File: config.mk
export PLATFORM = sky130hd
export DESIGN_NAME = up_timer_32bit_flat
export DESIGN_NICKNAME = d
export VERILOG_FILES = /design/src/rtl/timer_pkg.sv /design/src/rtl/up_timer_32bit_if.sv /design/src/rtl/timer_prescaler.sv /design/src/rtl/up_timer_32bit.sv /design/src/flat_wrapper.sv
export SDC_FILE = /design/constraint.sdc
export NUM_CORES = 1
export LEC_CHECK = 0
export BUFFER_PORTS_ARGS = -buffer_cell sky130_fd_sc_hd__buf_2
export CAP_MARGIN = 40
export CORE_MARGIN = 8
export CORE_UTILIZATION = 30
export DETAILED_ROUTE_END_ITERATION = 10
export PLACE_DENSITY = 0.56
export RECOVER_POWER = 100
export REMOVE_ABC_BUFFERS = 1
export SLEW_MARGIN = 20
export SYNTH_ARGS = -nofsm -noshare
export SYNTH_HDL_FRONTEND = slang
export SYNTH_HIERARCHICAL = 1
export SYNTH_SLANG_ARGS = --single-unit
File: constraint.sdc
create_clock -name clk -period 4.35 [get_ports clk]
set_clock_uncertainty 0.05 [all_clocks]
set_input_delay 0.87 -clock clk [delete_from_list [all_inputs] [get_ports clk]]
set_output_delay 0.87 -clock clk [all_outputs]
set_load 0.02 [all_outputs]
File: src/rtl/timer_pkg.sv
// timer_pkg: shared widths and reset constants for the up-counting timer
package timer_pkg;
  localparam int TIMER_W = 32;
  localparam int PRESC_W = 8;
  localparam logic [TIMER_W-1:0] CMP_RESET = '1;
endpackage

File: src/rtl/up_timer_32bit_if.sv
// up_timer_32bit_if: timer control/status bundle; master drives en/load/ld_data/presc/cmp_we/cmp_data/irq_clr, slave returns Q/tick/match/irq/ovf
interface up_timer_32bit_if;
  import timer_pkg::*;
  logic en;
  logic load;
  logic [TIMER_W-1:0] ld_data;
  logic [PRESC_W-1:0] presc;
  logic cmp_we;
  logic [TIMER_W-1:0] cmp_data;
  logic irq_clr;
  logic [TIMER_W-1:0] Q;
  logic tick;
  logic match;
  logic irq;
  logic ovf;
  modport master (
    output en, load, ld_data, presc, cmp_we, cmp_data, irq_clr,
    input Q, tick, match, irq, ovf
  );
  modport slave (
    input en, load, ld_data, presc, cmp_we, cmp_data, irq_clr,
    output Q, tick, match, irq, ovf
  );
endinterface

File: src/rtl/timer_prescaler.sv
// timer_prescaler: enabled-cycle divider; ports clk, rst_n, en, clr (load restart), presc (ratio-1), fire (increment strobe)
module timer_prescaler
  import timer_pkg::*;
(
  input  logic               clk,
  input  logic               rst_n,
  input  logic               en,
  input  logic               clr,
  input  logic [PRESC_W-1:0] presc,
  output logic               fire
);
  logic [PRESC_W-1:0] pcnt;
  assign fire = en && (pcnt >= presc);
  always_ff @(posedge clk or negedge rst_n)
    if (!rst_n) pcnt <= '0;
    else pcnt <= (clr || fire) ? '0 : en ? pcnt + 1'b1 : pcnt;
endmodule

File: src/rtl/up_timer_32bit.sv
// up_timer_32bit: loadable prescaled up-counter with compare match and sticky irq/ovf; ports clk, rst_n (async low), bus (slave side of up_timer_32bit_if)
module up_timer_32bit
  import timer_pkg::*;
(
  input logic             clk,
  input logic             rst_n,
  up_timer_32bit_if.slave bus
);
  logic fire, inc, upd, hit, wrap;
  logic [TIMER_W-1:0] cmp, q_nxt;
  timer_prescaler u_presc (
    .clk   (clk),
    .rst_n (rst_n),
    .en    (bus.en),
    .clr   (bus.load),
    .presc (bus.presc),
    .fire  (fire)
  );
  always_comb begin
    inc   = fire && !bus.load;
    upd   = inc || bus.load;
    q_nxt = bus.load ? bus.ld_data : inc ? bus.Q + 1'b1 : bus.Q;
    hit   = upd && (q_nxt == cmp);
    wrap  = inc && (&bus.Q);
  end
  always_ff @(posedge clk or negedge rst_n)
    if (!rst_n) begin
      bus.Q     <= '0;
      cmp       <= CMP_RESET;
      bus.tick  <= 1'b0;
      bus.match <= 1'b0;
      bus.irq   <= 1'b0;
      bus.ovf   <= 1'b0;
    end else begin
      bus.Q     <= q_nxt;
      cmp       <= bus.cmp_we ? bus.cmp_data : cmp;
      bus.tick  <= inc;
      bus.match <= hit;
      bus.irq   <= hit || (bus.irq && !bus.irq_clr);
      bus.ovf   <= wrap || (bus.ovf && !bus.irq_clr);
    end
endmodule

File: src/flat_wrapper.sv
// flat-port wrapper written by rule: the top's interface ports become plain ports
module up_timer_32bit_flat import timer_pkg::*;
  (clk, rst_n, bus_en, bus_load, bus_ld_data, bus_presc, bus_cmp_we, bus_cmp_data, bus_irq_clr, bus_Q, bus_tick, bus_match, bus_irq, bus_ovf);
  up_timer_32bit_if bus_i ();
  input logic clk;
  input logic rst_n;
  input wire logic [$bits(bus_i.en)-1:0] bus_en;
  input wire logic [$bits(bus_i.load)-1:0] bus_load;
  input wire logic [$bits(bus_i.ld_data)-1:0] bus_ld_data;
  input wire logic [$bits(bus_i.presc)-1:0] bus_presc;
  input wire logic [$bits(bus_i.cmp_we)-1:0] bus_cmp_we;
  input wire logic [$bits(bus_i.cmp_data)-1:0] bus_cmp_data;
  input wire logic [$bits(bus_i.irq_clr)-1:0] bus_irq_clr;
  output wire logic [$bits(bus_i.Q)-1:0] bus_Q;
  output wire logic [$bits(bus_i.tick)-1:0] bus_tick;
  output wire logic [$bits(bus_i.match)-1:0] bus_match;
  output wire logic [$bits(bus_i.irq)-1:0] bus_irq;
  output wire logic [$bits(bus_i.ovf)-1:0] bus_ovf;
  assign bus_i.en = bus_en;
  assign bus_i.load = bus_load;
  assign bus_i.ld_data = bus_ld_data;
  assign bus_i.presc = bus_presc;
  assign bus_i.cmp_we = bus_cmp_we;
  assign bus_i.cmp_data = bus_cmp_data;
  assign bus_i.irq_clr = bus_irq_clr;
  assign bus_Q = bus_i.Q;
  assign bus_tick = bus_i.tick;
  assign bus_match = bus_i.match;
  assign bus_irq = bus_i.irq;
  assign bus_ovf = bus_i.ovf;
  up_timer_32bit u_core (.clk(clk), .rst_n(rst_n), .bus(bus_i));
endmodule
==> results of run 1 <==
## per-stage QoR
step           instance area, um^2  worst slack (ns)  TNS, ns
2_1_floorplan                 5140             0.151        0
3_3_place_gp                  6250            -0.274   -0.323
3_5_place_dp                  6300            -0.314   -0.406
4_1_cts                       6630            0.0307        0
5_1_grt                       6520           0.00619        0
6_report                      6520             0.173        0
## layout by cell type, fill, tap and decap left out, types with 5 or more instances in the layout
cell       count
inv_1         30
dfstp_2       32
or4_1          5
buf_4         24
nor2b_1        7
mux2i_1        5
xnor2_1       35
nand2_1       51
o21ai_0       35
o211ai_1       6
clkbuf_1      48
nor4_1         9
buf_2         75
nand4_1       24
xor2_1        29
and3_1         5
nor2_1        29
clkbuf_16      9
ha_1          10
a21oi_1        9
dfrtp_1       44
nand2b_1       9
a31oi_1       10
a211oi_1       5
mux2_2        24
and4_1         5
nor3_1        22
nand3_1       18
## tightest hold or removal path: cells and delay by family, from the launching register on
family | cells | cell delay, ns
buf+inv | 1 | 0.05
flops | 1 | 0.37
compound gates | 1 | 0.07
## worst max-delay path by stage
stage	start	to	slack, ns	cells after the start
2_1_floorplan	bus_presc[5]	u_core/bus.match$_DFF_PN0_	0.15	13
3_3_place_gp	bus_presc[5]	u_core/bus.match$_DFF_PN0_	-0.27	17
3_5_place_dp	bus_presc[5]	u_core/bus.match$_DFF_PN0_	-0.31	17
4_1_cts	bus_presc[5]	u_core/bus.match$_DFF_PN0_	0.03	17
5_1_grt	bus_presc[5]	u_core/bus.match$_DFF_PN0_	0.006	17
6_report	bus_presc[5]	u_core/bus.match$_DFF_PN0_	0.17	17
## per-layer routing
metal | global-route usage, % | up-vias | part of all wire [%]
met5 | 0 | - | 0
met4 | 7.17 | 0 | 2.6
met3 | 3.28 | 27 | 4.7
met2 | 25.5 | 141 | 47
met1 | 21.1 | 2279 | 46
li1 | - | 2350 | -
## power groups by stage
stage | Sequential (W) | Combinational (W) | Clock [W]
finish | 0.000896 | 0.000444 | 0.000854
global route | 0.000911 | 0.000488 | 0.000903
global placement | 0.000905 | 0.000449 | 0
detailed placement | 0.000905 | 0.000453 | 0
CTS | 0.000894 | 0.000457 | 0.000871
floorplan | 0.000905 | 0.000232 | 0
## cells by family (layout without fill, tap and decap cells)
kind of cell	count (synthesis)	after routing	share of synthesized area, %
and+or+nand+nor	212	212	22.3
adders and majority gates	10	10	2.35
xor gates and xnor gates	65	65	11.0
muxes	30	30	6.24
DFF	76	76	36.5
AOI/OAI and AO/OA	119	119	16.2
buffers and inverters	67	196	5.39
## synthesized netlist by cell type, drive strengths merged, types with 6 or more instances
library cell	number
mux2	25
or4	6
xor2	29
nand3	19
nor3	23
xnor2	35
nor2b	7
ha	10
o211ai	6
nand2	51
nor4	11
dfrtp	44
a31oi	12
dfstp	32
inv	30
nor2	30
buf	18
o21ai	38
nand2b	9
a21oi	9
nand4	26
clkbuf	18
## registers in the layout (all words and copies together), names as in the netlist
name and cells:
u_core/bus.Q 32, u_core/bus.irq 1, u_core/cmp 32, u_core/bus.ovf 1, u_core/u_presc/pcnt 8, u_core/bus.match 1, u_core/bus.tick 1
## area by class of cell
type | instances | area (um^2) | area share [%]
well taps | 225 | 282 | 4.32
flip-flops and latches | 76 | 1940 | 29.8
clock inverters | 5 | 100 | 1.53
repair buffers | 149 | 756 | 11.6
inverters | 31 | 116 | 1.78
clock buffers | 11 | 233 | 3.57
multi-input cells | 436 | 3100 | 47.4
## what timing repair did
action	CTS	global route
resized for setup	0	9
setup buffers	0	0
setup endpoints to repair	0	2
==> flow_results.xml, run 1 <==
<?xml version="1.0" encoding="UTF-8"?>
<metrics>
  <group name="drt">
    <metric name="dr.pass1.iters" unit="">5</metric>
    <metric name="avgRoutedWirePerCell" unit="um">18.9</metric>
    <metric name="remaining_drc_errors" unit="">0</metric>
    <metric name="via_count" unit="">4797</metric>
    <metric name="post_drt_via_cell_ratio" unit="">5.14</metric>
    <metric name="route.antenna.remaining_nets" unit="">0</metric>
    <metric name="number_of_drc_markers_in_iteration_0" unit="">311</metric>
    <metric name="drt_wl_total" unit="mm">17.7</metric>
  </group>
  <group name="worst_setup_path">
    <metric name="cell_repeated_most_along_the_worst_path" unit="">nand4_1</metric>
    <metric name="reg2reg_from" unit="">u_core/u_presc/pcnt[5]$_DFFE_PN0P_</metric>
    <metric name="max_stage_delay" unit="ns">0.42</metric>
    <metric name="regToRegEndpoint" unit="">u_core/bus.match$_DFF_PN0_</metric>
    <metric name="r2r_cells" unit="">15</metric>
    <metric name="crit_chain" unit="">buf_2, inv_1, ha_1, and3_1, nand4_1, o21ai_2, or2_1, buf_4, nand4b_4, nor2_1, clkbuf_1, nand4_1, mux2_1, a221oi_2, or3b_1, nor4b_2, and4b_1</metric>
    <metric name="path_class" unit="">input port to register</metric>
    <metric name="setup.reg_to_reg.worst_slack" unit="ns">0.35</metric>
    <metric name="required" unit="ns">4.58</metric>
    <metric name="cp-end-kind" unit="">register</metric>
    <metric name="element_type_at_the_critical_path_start" unit="">input port</metric>
    <metric name="arrival" unit="ns">4.40</metric>
    <metric name="crit_slowest_cell" unit="">mux2_1</metric>
    <metric name="critical_path.n_buffers_inverters" unit="">4</metric>
    <metric name="path_max_fanout" unit="">5</metric>
    <metric name="crit_family" unit="">simple AND/OR/NAND/NOR gates</metric>
  </group>
  <group name="cts">
    <metric name="cts.path.max_buffers" unit="">2</metric>
    <metric name="tritoncts_clock_tree" unit="">built</metric>
    <metric name="cts_made_buffers" unit="">9</metric>
    <metric name="cts.sink_count" unit="">76</metric>
    <metric name="htreeDepth" unit="">3</metric>
    <metric name="worst_skew_pair.late_latency" unit="ns">0.34</metric>
    <metric name="cts.root.buffer_cell" unit="">clkbuf_16</metric>
    <metric name="clk_transition_reported_paths" unit="ns">0.06</metric>
    <metric name="holdBufCountCts" unit="">0</metric>
  </group>
  <group name="floorplanning">
    <metric name="floorplan.initialDensity" unit="%">30.7</metric>
    <metric name="ioPinCount" unit="">114</metric>
    <metric name="floorplan.die.width" unit="um">149</metric>
    <metric name="fp.coreArea" unit="um^2">17300</metric>
    <metric name="std_cell_rows" unit="">48</metric>
    <metric name="die_h" unit="um">149</metric>
    <metric name="die_area" unit="um^2">22200</metric>
  </group>
  <group name="timing">
    <metric name="worst_pin_slew" unit="ns">2.06</metric>
    <metric name="hold_violations" unit="">0</metric>
    <metric name="setup-violations-final" unit="">0</metric>
    <metric name="portion_of_the_clock_cycle_consumed_by_the_worst_path_in_the_final_layout" unit="%">96.0</metric>
    <metric name="post-route-min-period" unit="ns">4.18</metric>
    <metric name="rsz0062_at_grt" unit="">false</metric>
    <metric name="max_slew_margin" unit="%">-37.6</metric>
    <metric name="fmax" unit="GHz">0.239</metric>
    <metric name="worst_hold_slack" unit="ns">0.481</metric>
    <metric name="slew_violations" unit="">39</metric>
  </group>
  <group name="min_path">
    <metric name="number_of_cells_on_the_worst_hold_path" unit="">2</metric>
    <metric name="min_from" unit="">u_core/bus.ovf$_DFF_PN0_</metric>
    <metric name="whs_endpoint" unit="">u_core/bus.ovf$_DFF_PN0_</metric>
    <metric name="worst_hold_path_class" unit="">register to register</metric>
  </group>
  <group name="pwr">
    <metric name="comb_power_share" unit="%">20.2</metric>
    <metric name="power_frac_seq" unit="%">40.8</metric>
    <metric name="ir_worst_vdd" unit="uV">184</metric>
    <metric name="internal-power" unit="W">0.00154</metric>
    <metric name="power.static_leakage" unit="nW">2.64</metric>
    <metric name="finalPower" unit="W">0.00219</metric>
    <metric name="switching_share" unit="%">29.9</metric>
    <metric name="clkPwrFrac" unit="%">38.9</metric>
    <metric name="powerDensity" unit="nW/um^2">336</metric>
    <metric name="total_switching_power" unit="W">0.000656</metric>
  </group>
  <group name="synth">
    <metric name="yosysTopAreaCellShare" unit="%">20.7</metric>
    <metric name="ys_seq_elements" unit="">76</metric>
    <metric name="synth_area_leader_cell" unit="">dfrtp_1</metric>
    <metric name="synth_seq_area_share" unit="%">36.5</metric>
    <metric name="synth_edf_count" unit="">0</metric>
    <metric name="syn_avg_cell_area" unit="um^2">9.18</metric>
    <metric name="post_synth_instance_area" unit="um^2">5310</metric>
    <metric name="async_reset_ff_share" unit="%">100</metric>
    <metric name="ys_top_cells_by_area" unit="">dfrtp_1 21%, dfstp_2 16%, xnor2_1 5.8%</metric>
    <metric name="synth.distinct_cells" unit="">82</metric>
    <metric name="synth_cells" unit="">579</metric>
    <metric name="yosysWarningCount" unit="">6</metric>
    <metric name="synth_flop_cell" unit="">dfrtp_1</metric>
  </group>
  <group name="final_layout">
    <metric name="drive_above_1_share" unit="%">27.8</metric>
    <metric name="finish.utilization" unit="%">37.7</metric>
    <metric name="final_cell_count_no_fill" unit="">933</metric>
    <metric name="layout-area-overhead-vs-synth" unit="%">22.8</metric>
    <metric name="nNetsFinal" unit="">791</metric>
    <metric name="final.fill_count" unit="">1829</metric>
    <metric name="antenna-diode-count" unit="">0</metric>
  </group>
  <group name="placement">
    <metric name="finalWeightedCongestion" unit="">0.916</metric>
    <metric name="dpl.cell_count" unit="">917</metric>
    <metric name="dpl.hpwl" unit="mm">14.0</metric>
    <metric name="port_buffers" unit="">113</metric>
  </group>
  <group name="status">
    <metric name="status" unit="">complete, but fails checks</metric>
    <metric name="violations" unit="">max-capacitance violations, max-slew violations</metric>
  </group>
  <group name="global_routing">
    <metric name="grt_pass1_wl" unit="mm">28.1</metric>
    <metric name="grt_max_degree" unit="">39</metric>
    <metric name="globalRouteTotalUtil" unit="%">16.2</metric>
    <metric name="grt_pass1_vias" unit="">4980</metric>
    <metric name="initial_antenna_violation_count" unit="">0</metric>
    <metric name="grt-ovfl-total" unit="">0</metric>
  </group>
  <group name="run">
    <metric name="drv_cap" unit="">1</metric>
  </group>
</metrics>
Power figures use the tool's default switching activity.
==> inputs of run 2 (changes only) <==
Settings changed: ABC_AREA set to 1.
==> run 2 against run 1 <==
The run still ends with max-capacitance violations, max-slew violations left. Power is 6.6% lower. Die area rose by 1.3%. Highest routed layer unchanged. Non-clock buffer count shrank 30.
==> flow_results.xml, run 2 <==
<?xml version="1.0" encoding="UTF-8"?>
<metrics>
  <group name="status">
    <metric name="status" unit="">complete, but fails checks</metric>
    <metric name="violations" unit="">max-capacitance violations, max-slew violations</metric>
  </group>
  <group name="synth">
    <metric name="syn_avg_cell_area" unit="um^2">6.66</metric>
    <metric name="async_reset_ff_share" unit="%">100</metric>
    <metric name="synth_cells" unit="">810</metric>
    <metric name="yosysTopAreaCellShare" unit="%">20.4</metric>
    <metric name="synth_edf_count" unit="">0</metric>
    <metric name="synth.distinct_cells" unit="">38</metric>
    <metric name="yosysWarningCount" unit="">6</metric>
    <metric name="post_synth_instance_area" unit="um^2">5390</metric>
    <metric name="synth_seq_area_share" unit="%">36.0</metric>
    <metric name="synth_area_leader_cell" unit="">dfrtp_1</metric>
    <metric name="ys_top_cells_by_area" unit="">dfrtp_1 20%, nand2_1 19%, dfstp_2 16%</metric>
    <metric name="ys_seq_elements" unit="">76</metric>
    <metric name="post-synth-top-count-cell" unit="">nand2_1</metric>
    <metric name="yosys-top-cells-count" unit="">271 x nand2_1, 123 x inv_1, 83 x nand3_1, 82 x nor2_1, 44 x dfrtp_1</metric>
    <metric name="synth_flop_cell" unit="">dfrtp_1</metric>
  </group>
  <group name="timing">
    <metric name="max_slew_margin" unit="%">-22.7</metric>
    <metric name="post-route-min-period" unit="ns">3.53</metric>
    <metric name="fmax" unit="GHz">0.283</metric>
    <metric name="hold_violations" unit="">0</metric>
    <metric name="rsz0062_at_grt" unit="">false</metric>
    <metric name="slew_violations" unit="">35</metric>
    <metric name="setup-violations-final" unit="">0</metric>
    <metric name="portion_of_the_clock_cycle_consumed_by_the_worst_path_in_the_final_layout" unit="%">81.2</metric>
    <metric name="postLayoutSetupSlackWorst" unit="ns">0.817</metric>
    <metric name="worst_pin_slew" unit="ns">1.84</metric>
    <metric name="finalSetupTns" unit="ns">0</metric>
  </group>
  <group name="drt">
    <metric name="avgRoutedWirePerCell" unit="um">14.6</metric>
    <metric name="dr.pass1.iters" unit="">5</metric>
    <metric name="number_of_drc_markers_in_iteration_0" unit="">322</metric>
    <metric name="remaining_drc_errors" unit="">0</metric>
    <metric name="post_drt_via_cell_ratio" unit="">4.48</metric>
    <metric name="route.antenna.remaining_nets" unit="">0</metric>
    <metric name="drt_wl_total" unit="mm">17.0</metric>
    <metric name="via_count" unit="">5202</metric>
  </group>
  <group name="worst_setup_path">
    <metric name="setup.reg_to_reg.worst_slack" unit="ns">1.01</metric>
    <metric name="required" unit="ns">4.57</metric>
    <metric name="arrival" unit="ns">3.75</metric>
    <metric name="r2r_cells" unit="">21</metric>
    <metric name="reg2reg_from" unit="">u_core/u_presc/pcnt[5]$_DFFE_PN0P_</metric>
    <metric name="element_type_at_the_critical_path_start" unit="">input port</metric>
    <metric name="path_max_fanout" unit="">6</metric>
    <metric name="path_class" unit="">input port to register</metric>
    <metric name="regToRegEndpoint" unit="">u_core/bus.match$_DFF_PN0_</metric>
    <metric name="cp-end-kind" unit="">register</metric>
  </group>
  <group name="final_layout">
    <metric name="layout_common_cells" unit="">274 x nand2_1, 123 x inv_1, 88 x nand3_1, 87 x nor2_1, 75 x buf_2</metric>
    <metric name="final.fill_count" unit="">1964</metric>
    <metric name="most_common_cell_after_layout_fill_and_taps_aside" unit="">nand2_1</metric>
    <metric name="drive_above_1_share" unit="%">19.3</metric>
    <metric name="nNetsFinal" unit="">1014</metric>
    <metric name="layout-area-overhead-vs-synth" unit="%">17.9</metric>
    <metric name="antenna-diode-count" unit="">0</metric>
    <metric name="layout_top_registers" unit="">u_core/bus.Q: 32 flops, u_core/cmp: 32 flops, u_core/u_presc/pcnt: 8 flops</metric>
  </group>
  <group name="min_path">
    <metric name="whs_endpoint" unit="">u_core/cmp[15]$_DFFE_PN1P_</metric>
    <metric name="worst_hold_path_class" unit="">register to register</metric>
    <metric name="number_of_cells_on_the_worst_hold_path" unit="">2</metric>
    <metric name="min_from" unit="">u_core/cmp[15]$_DFFE_PN1P_</metric>
  </group>
  <group name="cts">
    <metric name="clk_transition_reported_paths" unit="ns">0.06</metric>
    <metric name="post_cts_resized" unit="">0</metric>
    <metric name="tritoncts_clock_tree" unit="">built</metric>
    <metric name="cts_setup_buffers" unit="">0</metric>
    <metric name="cts.root.buffer_cell" unit="">clkbuf_16</metric>
    <metric name="holdBufCountCts" unit="">0</metric>
    <metric name="cts.sink_count" unit="">76</metric>
    <metric name="htreeDepth" unit="">3</metric>
    <metric name="cts.path.max_buffers" unit="">2</metric>
    <metric name="cts_made_buffers" unit="">9</metric>
    <metric name="worst_skew_pair.late_latency" unit="ns">0.35</metric>
  </group>
  <group name="floorplanning">
    <metric name="ioPinCount" unit="">114</metric>
    <metric name="floorplan.die.width" unit="um">150</metric>
    <metric name="fp.coreArea" unit="um^2">17800</metric>
    <metric name="std_cell_rows" unit="">49</metric>
    <metric name="die_area" unit="um^2">22500</metric>
    <metric name="die_h" unit="um">150</metric>
    <metric name="floorplan.initialDensity" unit="%">30.3</metric>
  </group>
  <group name="global_routing">
    <metric name="grt_pass1_wl" unit="mm">27.2</metric>
    <metric name="grt_pass1_vias" unit="">5275</metric>
    <metric name="grt-ovfl-total" unit="">0</metric>
    <metric name="grt_max_degree" unit="">44</metric>
    <metric name="globalRouteTotalUtil" unit="%">15.6</metric>
    <metric name="initial_antenna_violation_count" unit="">0</metric>
  </group>
  <group name="placement">
    <metric name="dpl.hpwl" unit="mm">13.7</metric>
    <metric name="finalWeightedCongestion" unit="">0.905</metric>
    <metric name="port_buffers" unit="">113</metric>
    <metric name="worst_slack_placed" unit="ns">0.735</metric>
  </group>
  <group name="pwr">
    <metric name="power_frac_seq" unit="%">41.2</metric>
    <metric name="powerDensity" unit="nW/um^2">322</metric>
    <metric name="comb_power_share" unit="%">21.2</metric>
    <metric name="switching_share" unit="%">31.7</metric>
    <metric name="internal-power" unit="W">0.00140</metric>
    <metric name="power.static_leakage" unit="nW">3.32</metric>
    <metric name="clkPwrFrac" unit="%">37.6</metric>
    <metric name="ir_worst_vdd" unit="uV">190</metric>
    <metric name="total_switching_power" unit="W">0.000649</metric>
  </group>
  <group name="run">
    <metric name="drv_cap" unit="">1</metric>
  </group>
</metrics>
[run 2: how the worst max path moves through the flow]
stage,startpoint,end,slack (ns),cells past startpoint
floorplan,bus_presc[7],u_core/bus.irq$_DFF_PN0_,1.28,24
global placement,bus_presc[7],u_core/bus.match$_DFF_PN0_,0.80,23
detailed placement,bus_presc[7],u_core/bus.match$_DFF_PN0_,0.74,23
CTS,bus_presc[7],u_core/bus.match$_DFF_PN0_,1.08,23
global route,bus_presc[7],u_core/bus.match$_DFF_PN0_,0.39,23
finish,bus_presc[7],u_core/bus.match$_DFF_PN0_,0.82,23
[run 2: worst max-delay path, cell delays in order]
cell	delay (ns)
buf_2	0.07
inv_1	0.03
ha_1	0.28
nand2_1	0.07
nor2_1	0.13
nand4_1	0.09
nand3_1	0.09
nand2_1	0.09
inv_1	0.17
nand3_1	0.22
nor2_1	0.41
nand3_1	0.18
nand2_1	0.09
nand3_1	0.09
nand3_1	0.12
inv_1	0.05
nor2_1	0.08
nand2_1	0.06
nor2_1	0.16
nand2_1	0.09
nor2_1	0.10
nand3_1	0.08
nor2_1	0.11
[run 2: cells by family (layout without fill, tap and decap cells)]
kind of cell               Yosys count  count (layout)  synth area share (%)
AOI/OAI and AO/OA                   44              44                  4.45
DFF                                 76              76                  36.0
buffers and inverters              145             266                  10.8
and+or+nand+nor                    531             531                  45.7
xor gates and xnor gates             4               4                 0.650
adders and majority gates           10              10                  2.32
[run 2: stage by stage]
stage | utilization (%) | power [W] | hold WS (ns) | instance area (um^2) | std cells
after floorplan | - | 0.00112 | 0.419 | 5310 | 796
after global placement | 34.9 | 0.00130 | 0.410 | 6200 | 1143
after detailed placement | 35.0 | 0.00131 | 0.423 | 6230 | 1144
after CTS | 36.7 | 0.00210 | 0.443 | 6530 | 1160
after global routing | 35.8 | 0.00218 | 0.466 | 6360 | 1160
final | 35.8 | 0.00205 | 0.443 | 6360 | 1160
[run 2: layout make-up]
cell class | count | area (um^2) | area share (%)
clock inverters | 4 | 47.5 | 0.748
multi-input cells | 589 | 2780 | 43.6
inverters | 131 | 495 | 7.79
well taps | 229 | 287 | 4.51
clock buffers | 12 | 256 | 4.03
repair buffers | 119 | 557 | 8.75
flip-flops and latches | 76 | 1940 | 30.5
[run 2: per-layer routing]
metal	GRT usage (%)	part of all wire (%)
met1	20.2	47
met3	3.57	5.4
met4	3.95	1.1
met5	0	0
met2	25.6	46
[run 2: power by group through the flow]
stage	clock (W)	combinational, W	sequential [W]
finish	0.000770	0.000434	0.000845
detailed placement	0	0.000454	0.000855
floorplan	0	0.000248	0.000869
global placement	0	0.000449	0.000856
CTS	0.000796	0.000456	0.000844
global route	0.000823	0.000498	0.000855
==> inputs of run 3 (changes only) <==
Settings changed: ABC_AREA 1 to 0.
Clock period 4.35 ns to 3.6 ns, I/O delays scaled along.
==> run 3 against run 2 <==
The flow finishes with violations (max-capacitance violations, max-slew violations, negative setup slack). Clock power is 27% higher. Hold slack better by 0.037 ns. Cell count fell by 14%. Routed wire length up 12%. Critical path type unchanged.
==> flow_results.xml, run 3 (synthesis results as in run 1) <==
<?xml version="1.0" encoding="UTF-8"?>
<metrics>
  <group name="pwr">
    <metric name="powerDensity" unit="nW/um^2">365</metric>
    <metric name="clkPwrFrac" unit="%">36.6</metric>
    <metric name="total_switching_power" unit="W">0.000844</metric>
    <metric name="power.static_leakage" unit="nW">3.04</metric>
    <metric name="switching_share" unit="%">31.6</metric>
    <metric name="internal-power" unit="W">0.00183</metric>
    <metric name="power_frac_seq" unit="%">40.2</metric>
    <metric name="finalPower" unit="W">0.00267</metric>
    <metric name="comb_power_share" unit="%">23.2</metric>
    <metric name="ir_worst_vdd" unit="uV">231</metric>
  </group>
  <group name="final_layout">
    <metric name="layout_top_registers" unit="">u_core/bus.Q: 32 flops, u_core/cmp: 32 flops, u_core/u_presc/pcnt: 8 flops</metric>
    <metric name="final.fill_count" unit="">1747</metric>
    <metric name="postLayoutCellArea" unit="um^2">7330</metric>
    <metric name="antenna-diode-count" unit="">0</metric>
    <metric name="finish.utilization" unit="%">42.4</metric>
    <metric name="nNetsFinal" unit="">854</metric>
    <metric name="drive_above_1_share" unit="%">38.8</metric>
    <metric name="layout-area-overhead-vs-synth" unit="%">37.9</metric>
    <metric name="layout_common_cells" unit="">89 x buf_4, 75 x buf_2, 51 x nand2_1, 44 x dfrtp_1, 40 x clkbuf_1</metric>
    <metric name="most_common_cell_after_layout_fill_and_taps_aside" unit="">buf_4</metric>
  </group>
  <group name="drt">
    <metric name="post_drt_via_cell_ratio" unit="">5.17</metric>
    <metric name="remaining_drc_errors" unit="">0</metric>
    <metric name="route.antenna.remaining_nets" unit="">0</metric>
    <metric name="via_count" unit="">5153</metric>
    <metric name="number_of_drc_markers_in_iteration_0" unit="">386</metric>
    <metric name="avgRoutedWirePerCell" unit="um">19.1</metric>
    <metric name="dr.pass1.iters" unit="">5</metric>
    <metric name="drt_wl_total" unit="mm">19.0</metric>
  </group>
  <group name="floorplanning">
    <metric name="die_area" unit="um^2">22200</metric>
    <metric name="ioPinCount" unit="">114</metric>
    <metric name="floorplan.initialDensity" unit="%">30.7</metric>
    <metric name="fp.coreArea" unit="um^2">17300</metric>
    <metric name="floorplan.die.width" unit="um">149</metric>
    <metric name="die_h" unit="um">149</metric>
    <metric name="std_cell_rows" unit="">48</metric>
  </group>
  <group name="timing">
    <metric name="rsz0062_at_grt" unit="">true</metric>
    <metric name="finalSetupTns" unit="ns">-0.402</metric>
    <metric name="worst_pin_slew" unit="ns">2.64</metric>
    <metric name="fmax" unit="GHz">0.261</metric>
    <metric name="setup-violations-final" unit="">2</metric>
    <metric name="worst_hold_slack" unit="ns">0.479</metric>
    <metric name="portion_of_the_clock_cycle_consumed_by_the_worst_path_in_the_final_layout" unit="%">106</metric>
    <metric name="slew_violations" unit="">46</metric>
    <metric name="max_slew_margin" unit="%">-76.2</metric>
    <metric name="post-route-min-period" unit="ns">3.82</metric>
    <metric name="hold_violations" unit="">0</metric>
    <metric name="postLayoutSetupSlackWorst" unit="ns">-0.224</metric>
  </group>
  <group name="cts">
    <metric name="holdBufCountCts" unit="">0</metric>
    <metric name="htreeDepth" unit="">3</metric>
    <metric name="cts.sink_count" unit="">76</metric>
    <metric name="tritoncts_clock_tree" unit="">built</metric>
    <metric name="cts_made_buffers" unit="">9</metric>
    <metric name="worst_skew_pair.late_latency" unit="ns">0.35</metric>
    <metric name="clk_transition_reported_paths" unit="ns">0.07</metric>
    <metric name="cts.path.max_buffers" unit="">2</metric>
    <metric name="cts.root.buffer_cell" unit="">clkbuf_16</metric>
  </group>
  <group name="global_routing">
    <metric name="grt_pass1_vias" unit="">5317</metric>
    <metric name="globalRouteTotalUtil" unit="%">17.2</metric>
    <metric name="grt-ovfl-total" unit="">0</metric>
    <metric name="initial_antenna_violation_count" unit="">0</metric>
    <metric name="grt_pass1_wl" unit="mm">29.7</metric>
    <metric name="grt_max_degree" unit="">46</metric>
  </group>
  <group name="placement">
    <metric name="placement.cell_area" unit="um^2">6570</metric>
    <metric name="port_buffers" unit="">113</metric>
    <metric name="finalWeightedCongestion" unit="">0.946</metric>
    <metric name="dpl.hpwl" unit="mm">14.5</metric>
  </group>
  <group name="worst_setup_path">
    <metric name="cp-end-kind" unit="">register</metric>
    <metric name="path_max_fanout" unit="">4</metric>
    <metric name="setup.reg_to_reg.worst_slack" unit="ns">-0.19</metric>
    <metric name="required" unit="ns">3.84</metric>
    <metric name="element_type_at_the_critical_path_start" unit="">input port</metric>
    <metric name="arrival" unit="ns">4.07</metric>
    <metric name="path_class" unit="">input port to register</metric>
  </group>
  <group name="run">
    <metric name="drv_cap" unit="">1</metric>
  </group>
  <group name="status">
    <metric name="status" unit="">complete, but fails checks</metric>
    <metric name="violations" unit="">max-capacitance violations, max-slew violations, negative setup slack</metric>
  </group>
  <group name="min_path">
    <metric name="worst_hold_path_class" unit="">register to register</metric>
  </group>
</metrics>
==> run 3: cell count changes in the layout (fill, tap and decap cells not counted), sizes merged, moves of 11 or more <==
cell    delta
nand2    -233
inv       -97
buf       +93
nand3     -74
nor2      -69
xnor2     +33
xor2      +27
mux2      +25
nor3      +20
or2       -19
nand4     +13
a31oi     +12
nand3b    -12
nor4      +11
==> run 3: worst max-delay path: stages <==
cell,delay [ns]
buf_6,0.07
inv_4,0.03
ha_4,0.25
and3_4,0.18
nand4_1,0.13
o21ai_2,0.18
or2_4,0.16
buf_6,0.11
nand4b_4,0.13
or4_4,0.56
a31oi_4,0.26
xor2_1,0.13
a221oi_4,0.25
or3b_4,0.43
nor4b_4,0.27
and4b_1,0.21
==> run 3: final cells by class <==
cell class                      count  area (um^2)  area share (%)
Clock inverter                      5         77.6            1.06
Tap cell                          225          282            3.84
Timing Repair Buffer              212         1300            17.7
Inverter                           31          121            1.66
Multi-Input combinational cell    436         3370            46.0
Clock buffer                       11          233            3.18
Sequential cell                    76         1940            26.5
==> run 3: path summary, 6_finish.rpt <==
path,from,to,depth (start not counted)
setup / recovery,bus_presc[5],u_core/bus.match$_DFF_PN0_,16
hold / removal,u_core/bus.ovf$_DFF_PN0_,u_core/bus.ovf$_DFF_PN0_,2
setup reg to reg,u_core/u_presc/pcnt[5]$_DFFE_PN0P_,u_core/bus.match$_DFF_PN0_,14
hold reg to reg,u_core/bus.ovf$_DFF_PN0_,u_core/bus.ovf$_DFF_PN0_,2
max in group asynchronous,rst_n,u_core/cmp[20]$_DFFE_PN1P_,2
min in group asynchronous,rst_n,u_core/bus.Q[30]$_DFF_PN0_,1
==> run 3: power by group through the flow <==
stage               logic [W]  registers (W)  clock network [W]
floorplan            0.000280        0.00109                  0
global placement     0.000579        0.00109                  0
detailed placement   0.000579        0.00109                  0
CTS                  0.000603        0.00107            0.00100
global route         0.000673        0.00109            0.00104
finish               0.000621        0.00108           0.000978
==> run 3: stage by stage <==
stage | std cells | setup slack (ns)
4_1_cts | 991 | -0.188
3_5_place_dp | 955 | -0.837
3_3_place_gp | 954 | -0.778
5_1_grt | 996 | -0.352
6_report | 996 | -0.224
2_1_floorplan | 543 | -0.449
==> run 3: routing by layer <==
| metal | routed length [um] | global-route usage (%) |
|---|---|---|
| met1 | 8570 | 22.2 |
| met2 | 8840 | 26.9 |
| met3 | 952 | 3.28 |
| met4 | 680 | 8.63 |
| met5 | 0 | 0 |
==> run 3: timing repair <==
item,4_1_cts,5_1_grt
pin swaps,17,27
endpoints found under the setup margin,2,9
buffers inserted,20,9
endpoints found under the hold margin,0,0
resized for setup,26,38
